**config.mk**
```make
export PLATFORM = sky130hd
export DESIGN_NAME = switch_debouncer
export DESIGN_NICKNAME = d
export VERILOG_FILES = /design/src/rtl/switch_debounce_pkg.sv /design/src/rtl/debounce_channel.sv /design/src/rtl/switch_debouncer.sv
export SDC_FILE = /design/constraint.sdc
export NUM_CORES = 1
export LEC_CHECK = 0
export ABC_CLOCK_PERIOD_IN_PS = 3490
export CORE_MARGIN = 2
export CORE_UTILIZATION = 60
export DETAILED_ROUTE_END_ITERATION = 10
export GPL_TIMING_DRIVEN = 0
export HOLD_SLACK_MARGIN = 0.1
export PLACE_DENSITY_LB_ADDON = 0.1
export SLEW_MARGIN = 20
export SYNTH_ARGS = -nofsm -noshare
export SYNTH_HDL_FRONTEND = slang
export SYNTH_SLANG_ARGS = --single-unit
```
**constraint.sdc**
```tcl
create_clock -name clock -period 3.49 [get_ports clock]
set_input_delay 0.349 -clock clock [delete_from_list [all_inputs] [get_ports clock]]
set_output_delay 0.349 -clock clock [all_outputs]
set_load 0.02 [all_outputs]
```
**src/rtl/switch_debounce_pkg.sv**
```systemverilog
// Shared types and default parameter values for the switch debouncer.
package switch_debounce_pkg;

   typedef enum logic {
      DB_STABLE  = 1'b0,
      DB_PENDING = 1'b1
   } db_state_t;

   localparam int DEFAULT_NUM_SW        = 3;
   localparam int DEFAULT_STABLE_CYCLES = 500000;
   localparam int DEFAULT_SYNC_STAGES   = 2;

endpackage

```
**src/rtl/debounce_channel.sv**
```systemverilog
// One switch channel: input synchroniser, debounce FSM with saturating counter.
// Optional registered edge pulses when DEBOUNCE_EDGE_OUT_EN is defined.
module debounce_channel
   import switch_debounce_pkg::*;
#(
   parameter int STABLE_CYCLES = DEFAULT_STABLE_CYCLES,
   parameter int SYNC_STAGES   = DEFAULT_SYNC_STAGES,
   parameter bit SW_INVERT     = 1'b0
) (
   input  logic clock,
   input  logic reset,
   input  logic switch_in,
`ifdef DEBOUNCE_EDGE_OUT_EN
   output logic switch_rise,
   output logic switch_fall,
`endif
   output logic switch_stable
);

   localparam int               CNT_W   = $clog2(STABLE_CYCLES + 1);
   localparam logic [CNT_W-1:0] CNT_MAX = CNT_W'(STABLE_CYCLES);
   localparam logic [CNT_W-1:0] CNT_ONE = CNT_W'(1);

   logic [SYNC_STAGES-1:0] r_sync;
   logic                   w_in;
   logic                   w_sync;
   db_state_t              r_state;
   db_state_t              w_state_nxt;
   logic [CNT_W-1:0]       r_cnt;
   logic [CNT_W-1:0]       w_cnt_nxt;
   logic                   r_stable;
   logic                   w_stable_nxt;

   assign w_in   = switch_in ^ SW_INVERT;
   assign w_sync = r_sync[SYNC_STAGES-1];

   always_ff @(posedge clock) begin
      if (reset) begin
         r_sync   <= '0;
         r_state  <= DB_STABLE;
         r_cnt    <= '0;
         r_stable <= 1'b0;
      end else begin
         r_sync   <= {r_sync[SYNC_STAGES-2:0], w_in};
         r_state  <= w_state_nxt;
         r_cnt    <= w_cnt_nxt;
         r_stable <= w_stable_nxt;
      end
   end

   // Counter saturates at CNT_MAX: the cycle after reaching it is the acceptance cycle.
   always_comb begin
      w_state_nxt  = r_state;
      w_cnt_nxt    = r_cnt;
      w_stable_nxt = r_stable;
      case (r_state)
         DB_STABLE: begin
            if (w_sync != r_stable) begin
               w_state_nxt = DB_PENDING;
               w_cnt_nxt   = CNT_ONE;
            end else begin
               w_cnt_nxt = '0;
            end
         end
         DB_PENDING: begin
            if (w_sync == r_stable) begin
               w_state_nxt = DB_STABLE;
               w_cnt_nxt   = '0;
            end else if (r_cnt < CNT_MAX) begin
               w_cnt_nxt = r_cnt + CNT_ONE;
            end else begin
               w_stable_nxt = w_sync;
               w_cnt_nxt    = '0;
               w_state_nxt  = DB_STABLE;
            end
         end
         default: begin
            w_state_nxt = DB_STABLE;
            w_cnt_nxt   = '0;
         end
      endcase
   end

   assign switch_stable = r_stable;

`ifdef DEBOUNCE_EDGE_OUT_EN
   logic r_rise;
   logic r_fall;

   // Registered alongside r_stable so a pulse coincides with the first cycle of the new level.
   always_ff @(posedge clock) begin
      if (reset) begin
         r_rise <= 1'b0;
         r_fall <= 1'b0;
      end else begin
         r_rise <= w_stable_nxt & ~r_stable;
         r_fall <= ~w_stable_nxt & r_stable;
      end
   end

   assign switch_rise = r_rise;
   assign switch_fall = r_fall;
`endif

endmodule

```
**src/rtl/switch_debouncer.sv**
```systemverilog
// Debounces NUM_SW raw switches into clock-domain levels; one independent channel per switch.
// Edge pulse outputs exist only when DEBOUNCE_EDGE_OUT_EN is defined.
module switch_debouncer
   import switch_debounce_pkg::*;
#(
   parameter int NUM_SW        = DEFAULT_NUM_SW,
   parameter int STABLE_CYCLES = DEFAULT_STABLE_CYCLES,
   parameter int SYNC_STAGES   = DEFAULT_SYNC_STAGES,
   parameter bit SW_INVERT     = 1'b0
) (
   input  logic              clock,
   input  logic              reset,
   input  logic [NUM_SW-1:0] switch_in,
`ifdef DEBOUNCE_EDGE_OUT_EN
   output logic [NUM_SW-1:0] switch_rise,
   output logic [NUM_SW-1:0] switch_fall,
`endif
   output logic [NUM_SW-1:0] switch_stable
);

   for (genvar g = 0; g < NUM_SW; g++) begin : g_ch
      debounce_channel #(
         .STABLE_CYCLES (STABLE_CYCLES),
         .SYNC_STAGES   (SYNC_STAGES),
         .SW_INVERT     (SW_INVERT)
      ) u_ch (
         .clock         (clock),
         .reset         (reset),
         .switch_in     (switch_in[g]),
`ifdef DEBOUNCE_EDGE_OUT_EN
         .switch_rise   (switch_rise[g]),
         .switch_fall   (switch_fall[g]),
`endif
         .switch_stable (switch_stable[g])
      );
   end

endmodule

```
# == Word level (Yosys, flattened, before mapping) ==
# Index checks and enable logic that the tools add are counted.
# totals
out_inout_bits,3
in_bits,5
ff_bits,69
wordCells,60
# op_classes
order_cmp,3
n_reduce_logical,3
mux,24
eq_ne,6
bitwise,9
add_sub_neg,3
# op_table
op,count
19-bit two-way mux,6
19-bit one-hot mux with 2 select lines,3
19-bit by 1-bit adder with 19-bit output (second input constant),3
19-bit less-than comparator (second input constant),3
1-bit two-way mux,12
1-bit inverter,9
3-bit AND reduction,3
1-bit one-hot mux with 2 select lines,3
1-bit == test,3
1-bit != test,3

# == Depth between registers and ports, before layout ==
# logic_depth
depth_word,4
depth_mapped,6
depth_no_buf,5

# == By module ==
# From an unflattened synthesis, not the netlist that was laid out.
# hier_totals
cells_unflattened,333
area_unflattened_um2,3006.6
# by_module_without_submodules
module,seq_area_each_um2,cells_each,n_inst,area_each_um2
debounce_channel,460.4,111,3,1002.2

# == Least setup slack after synthesis ==
# Ideal clock, no wire load.
# synth_path
kind,flip-flop to flip-flop
from,reg g_ch[0].u_ch.r_cnt[0]
to,reg g_ch[0].u_ch.r_cnt[16]
synth_period_minus_slack_ns,1.700
n_path_buf,0
required_time_ns,3.420
path_stages_with_launch,6
slack_ns,1.790
t_arrival_ns,1.630
setup_time_ns,0.070
path_cell_list,dfxtp_1 -> ha_1 -> nand2_1 -> or4_1 -> or3_1 -> a21oi_1
# synth_via
elab_chain_len,4
elab_cells_between_ends,5
cone_classes,add/sub (1); order compare (1); mux (3)
# synth_lines
item,line,text
"start, declared",debounce_channel.sv:29,logic [CNT_W-1:0] r_cnt;
"start signal, assigned",debounce_channel.sv:46,r_cnt <= w_cnt_nxt;
19-bit by 1-bit adder with 19-bit output or 19-bit less-than comparator (tied branches),"debounce_channel.sv:70, debounce_channel.sv:69",
19-bit two-way mux (*),debounce_channel.sv:69,end else if (r_cnt < CNT_MAX) begin
19-bit two-way mux (*),debounce_channel.sv:66,if (w_sync == r_stable) begin
19-bit one-hot mux with 2 select lines (*),debounce_channel.sv:56,case (r_state)
# Mark *: on every way between the ends. The rest lies on a longest branch, timed or not.
# A chain may end at the register's enable or synchronous reset.

# == Worst setup path after layout ==
# layout_path
from,reg g_ch[2].u_ch.r_cnt[6]
to,reg g_ch[2].u_ch.r_cnt[12]
# layout_via
elab_chain_len,4
elab_cells_between_ends,5
cone_classes,add/sub (1); order compare (1); mux (3)
# layout_lines
item,line
"start, declared",debounce_channel.sv:29
"start signal, assigned",debounce_channel.sv:46
19-bit by 1-bit adder with 19-bit output or 19-bit less-than comparator (tied branches),"debounce_channel.sv:70, debounce_channel.sv:69"
19-bit two-way mux (*),debounce_channel.sv:69
19-bit two-way mux (*),debounce_channel.sv:66
19-bit one-hot mux with 2 select lines (*),debounce_channel.sv:56
# Marked as above.

==> results.yml <==
placement:
  portBuffers: 6
  hpwl_mm: 3.83
  gp_congestion: 0.810
pwr:
  leakage_nw: 0.978
  power_density_nw_per_um2: 430
  vdd_ir_drop_max_v: 0.000313
clock_tree:
  clock_path_buffers: 2
  clk_pin_slew_ns: 0.08
  clkSinkCount: 69
  cts_tree: "yes"
  htree_levels: 3
  root_buffer: "clkbuf_8"
  cts_resized: 0
  insertion_delay_ns: 0.34
  cts_made_buffers: 9
  postCtsSetupBuffers: 0
  cts.hold.buffers_added: 0
route:
  first_pass_iters: 4
  wl_per_cell_um: 13.1
  via_per_inst: 5.48
  drc_errors: 0
  vias: 2323
  drt_iter0_drc: 103
  wirelength_mm: 5.56
  ant_nets: 0
timing:
  hold_slack_ns: 0.436
  clock_skew_ns: 0.00854
  worst_pin_slew_ns: 0.767
  slew_headroom: 0.488
  fin_tns_setup_ns: 0
  setup_viol: 0
  max_freq_mhz: 493
  period_share: 0.581
  slew_violations: 0
  hold_viol: 0
  rsz0062_at_grt: "false"
  min_period_ns: 2.03
setup_path:
  regToRegEndpoint: "g_ch[2].u_ch.r_cnt[12]"
  r2r_cells: 5
  r2r_slack_ns: 1.46
  r2r-start: "g_ch[2].u_ch.r_cnt[6]"
  critPathLaunch: "g_ch[2].u_ch.r_cnt[6]"
  cp-end-kind: "flop"
  slowest_stage: "o311ai_2"
  start_kind: "flop"
  arrival_ns: 2.25
  required_ns: 3.71
  slowest_delay_ns: 0.71
  crit_path_cell_trace: "o21ai_0 -> and4_1 -> o311ai_2 -> buf_2 -> nor2_1"
  crit_fanout: 10
  critPathKind: "reg2reg"
logic_synthesis:
  synthDistinctLibCells: 43
  ys_ff_latch: 69
  synthCells: 335
  yosys_warnings: 0
  synth_area_leaders: "dfxtp_1, xnor2_1, nor2_1"
  synth_area_per_cell_um2: 9.09
  ys.flop_type: "dfxtp_1"
  synth_edf_count: 0
  syn_area_um2: 3050
  yosysTopAreaCellShare: 0.454
  synth_seq_area_share: 0.454
  synth_most_common_cell: "dfxtp_1"
  synthesis.nets: 343
  synth_common_cells: "dfxtp_1, nor2_1, xnor2_1, nand3_1, nand2_1"
  synth_largest_area_cell: "dfxtp_1"
  synthArstFlopShare: 0
finish:
  layout-area-overhead-vs-synth_pct: 11.3
  drive_gt1_frac: 0.120
  antennaDiodeCount: 0
  nNetsFinal: 360
  ff_latch_area_um2: 1380
  n_fill_cell: 422
  multi_input_area_um2: 1560
global_route:
  grt_pass1_vias: 2213
  globalRouteTotalUtil: 0.219
  grt_pass1_wl_mm: 9.29
  grt_overflow: 0
  grt_max_degree: 13
  antenna_found_initial: 0
run_status:
  status: "finished clean"
die:
  die_width_um: 75.2
  std_cell_rows: 25
  die_area_um2: 5660
  start_util: 0.632
  die_y_um: 75.2
  coreArea_um2: 4820
  io_pins: 8
worst_hold_path:
  worstHoldPathCells: 1
  worstHoldEndpoint: "g_ch[0].u_ch.r_sync[1]"
  hold_class: "reg2reg"
  min-delay-start: "g_ch[0].u_ch.r_sync[0]"
flow_run:
  max_cap_viol_count: 0
kinds of logic after synthesis:
group                    count (synthesis)  share of synthesized area
AO/OA/AOI/OAI                           33                     0.0830
buffers and inverters                   23                     0.0353
flip-flops                              69                      0.454
AND/OR/NAND/NOR                        162                      0.286
multiplexers                             2                    0.00657
adder cells (fa/ha/maj)                  3                     0.0123
XOR/XNOR                                43                      0.124
where the power goes:
part | leakage (nW) | total (mW) | internal [mW] | switching (mW)
sequential | 0.557 | 0.795 | 0.792 | 0.00343
clock | 0.102 | 0.646 | 0.348 | 0.298
combinational | 0.319 | 0.0159 | 0.00855 | 0.00732
cell usage in the layout, fill, tap and decap left out, drive strengths merged, types with 12 or more instances in the layout:
cell type  synthesis  layout
nand2             15      15
inv               13      14
nand4             12      12
xor2              13      13
nor2              53      53
nor3              12      12
dfxtp             69      69
nand3             19      19
clkbuf             4      14
xnor2             30      30
metal layers:
metal,track usage,part of all wire,vias up,wire length [um]
met5,0,0,-,0
met4,0.0916,0.0079,0,44
met3,0.0763,0.031,4,171
met2,0.358,0.48,32,2690
met1,0.264,0.48,1078,2660
li1,-,-,1209,-
worst max-delay path: cells and delay by family (launching register included):
kind,cells,cell delay [ns]
AO/OA/AOI/OAI,2,0.83
buffers and inverters,1,0.35
flip-flops,1,0.41
AND/OR/NAND/NOR,2,0.31
state kept, by name, indices dropped and copies added, names as in the netlist:
register and flops:
g_ch.u_ch.switch_stable 3, g_ch.u_ch.r_sync 6, g_ch.u_ch.r_state 3, g_ch.u_ch.r_cnt 57
how the worst max path moves through the flow:
stage	end	slack, ns	depth (start not counted)
6_report	g_ch[2].u_ch.r_cnt[12]	1.46	5
3_3_place_gp	g_ch[2].u_ch.r_cnt[14]	1.53	5
3_5_place_dp	g_ch[2].u_ch.r_cnt[12]	1.48	5
2_1_floorplan	g_ch[0].u_ch.r_cnt[16]	1.79	5
4_1_cts	g_ch[2].u_ch.r_cnt[8]	1.44	5
5_1_grt	g_ch[2].u_ch.r_cnt[16]	1.32	5
area by class of cell:
type / instances / share of cell area
clock buffer: 10 / 0.0406
tap: 67 / 0.0247
clock inverter: 6 / 0.0181
inverter: 13 / 0.0144
multi-input combinational: 243 / 0.459
buffer: 10 / 0.0174
sequential: 69 / 0.408
timing repair buffer: 6 / 0.0177
through the flow:
stage	util	std cells	instance area (um^2)	power, mW	worst slack, ns
after floorplan	-	335	3050	0.823	1.79
after global placement	0.662	408	3190	0.829	1.53
after CTS	0.703	424	3390	1.48	1.44
after global routing	0.703	424	3390	1.51	1.32
after detailed placement	0.662	408	3190	0.830	1.48
final	0.703	424	3390	1.46	1.46
Note: power is estimated with default switching activity, not from simulation.
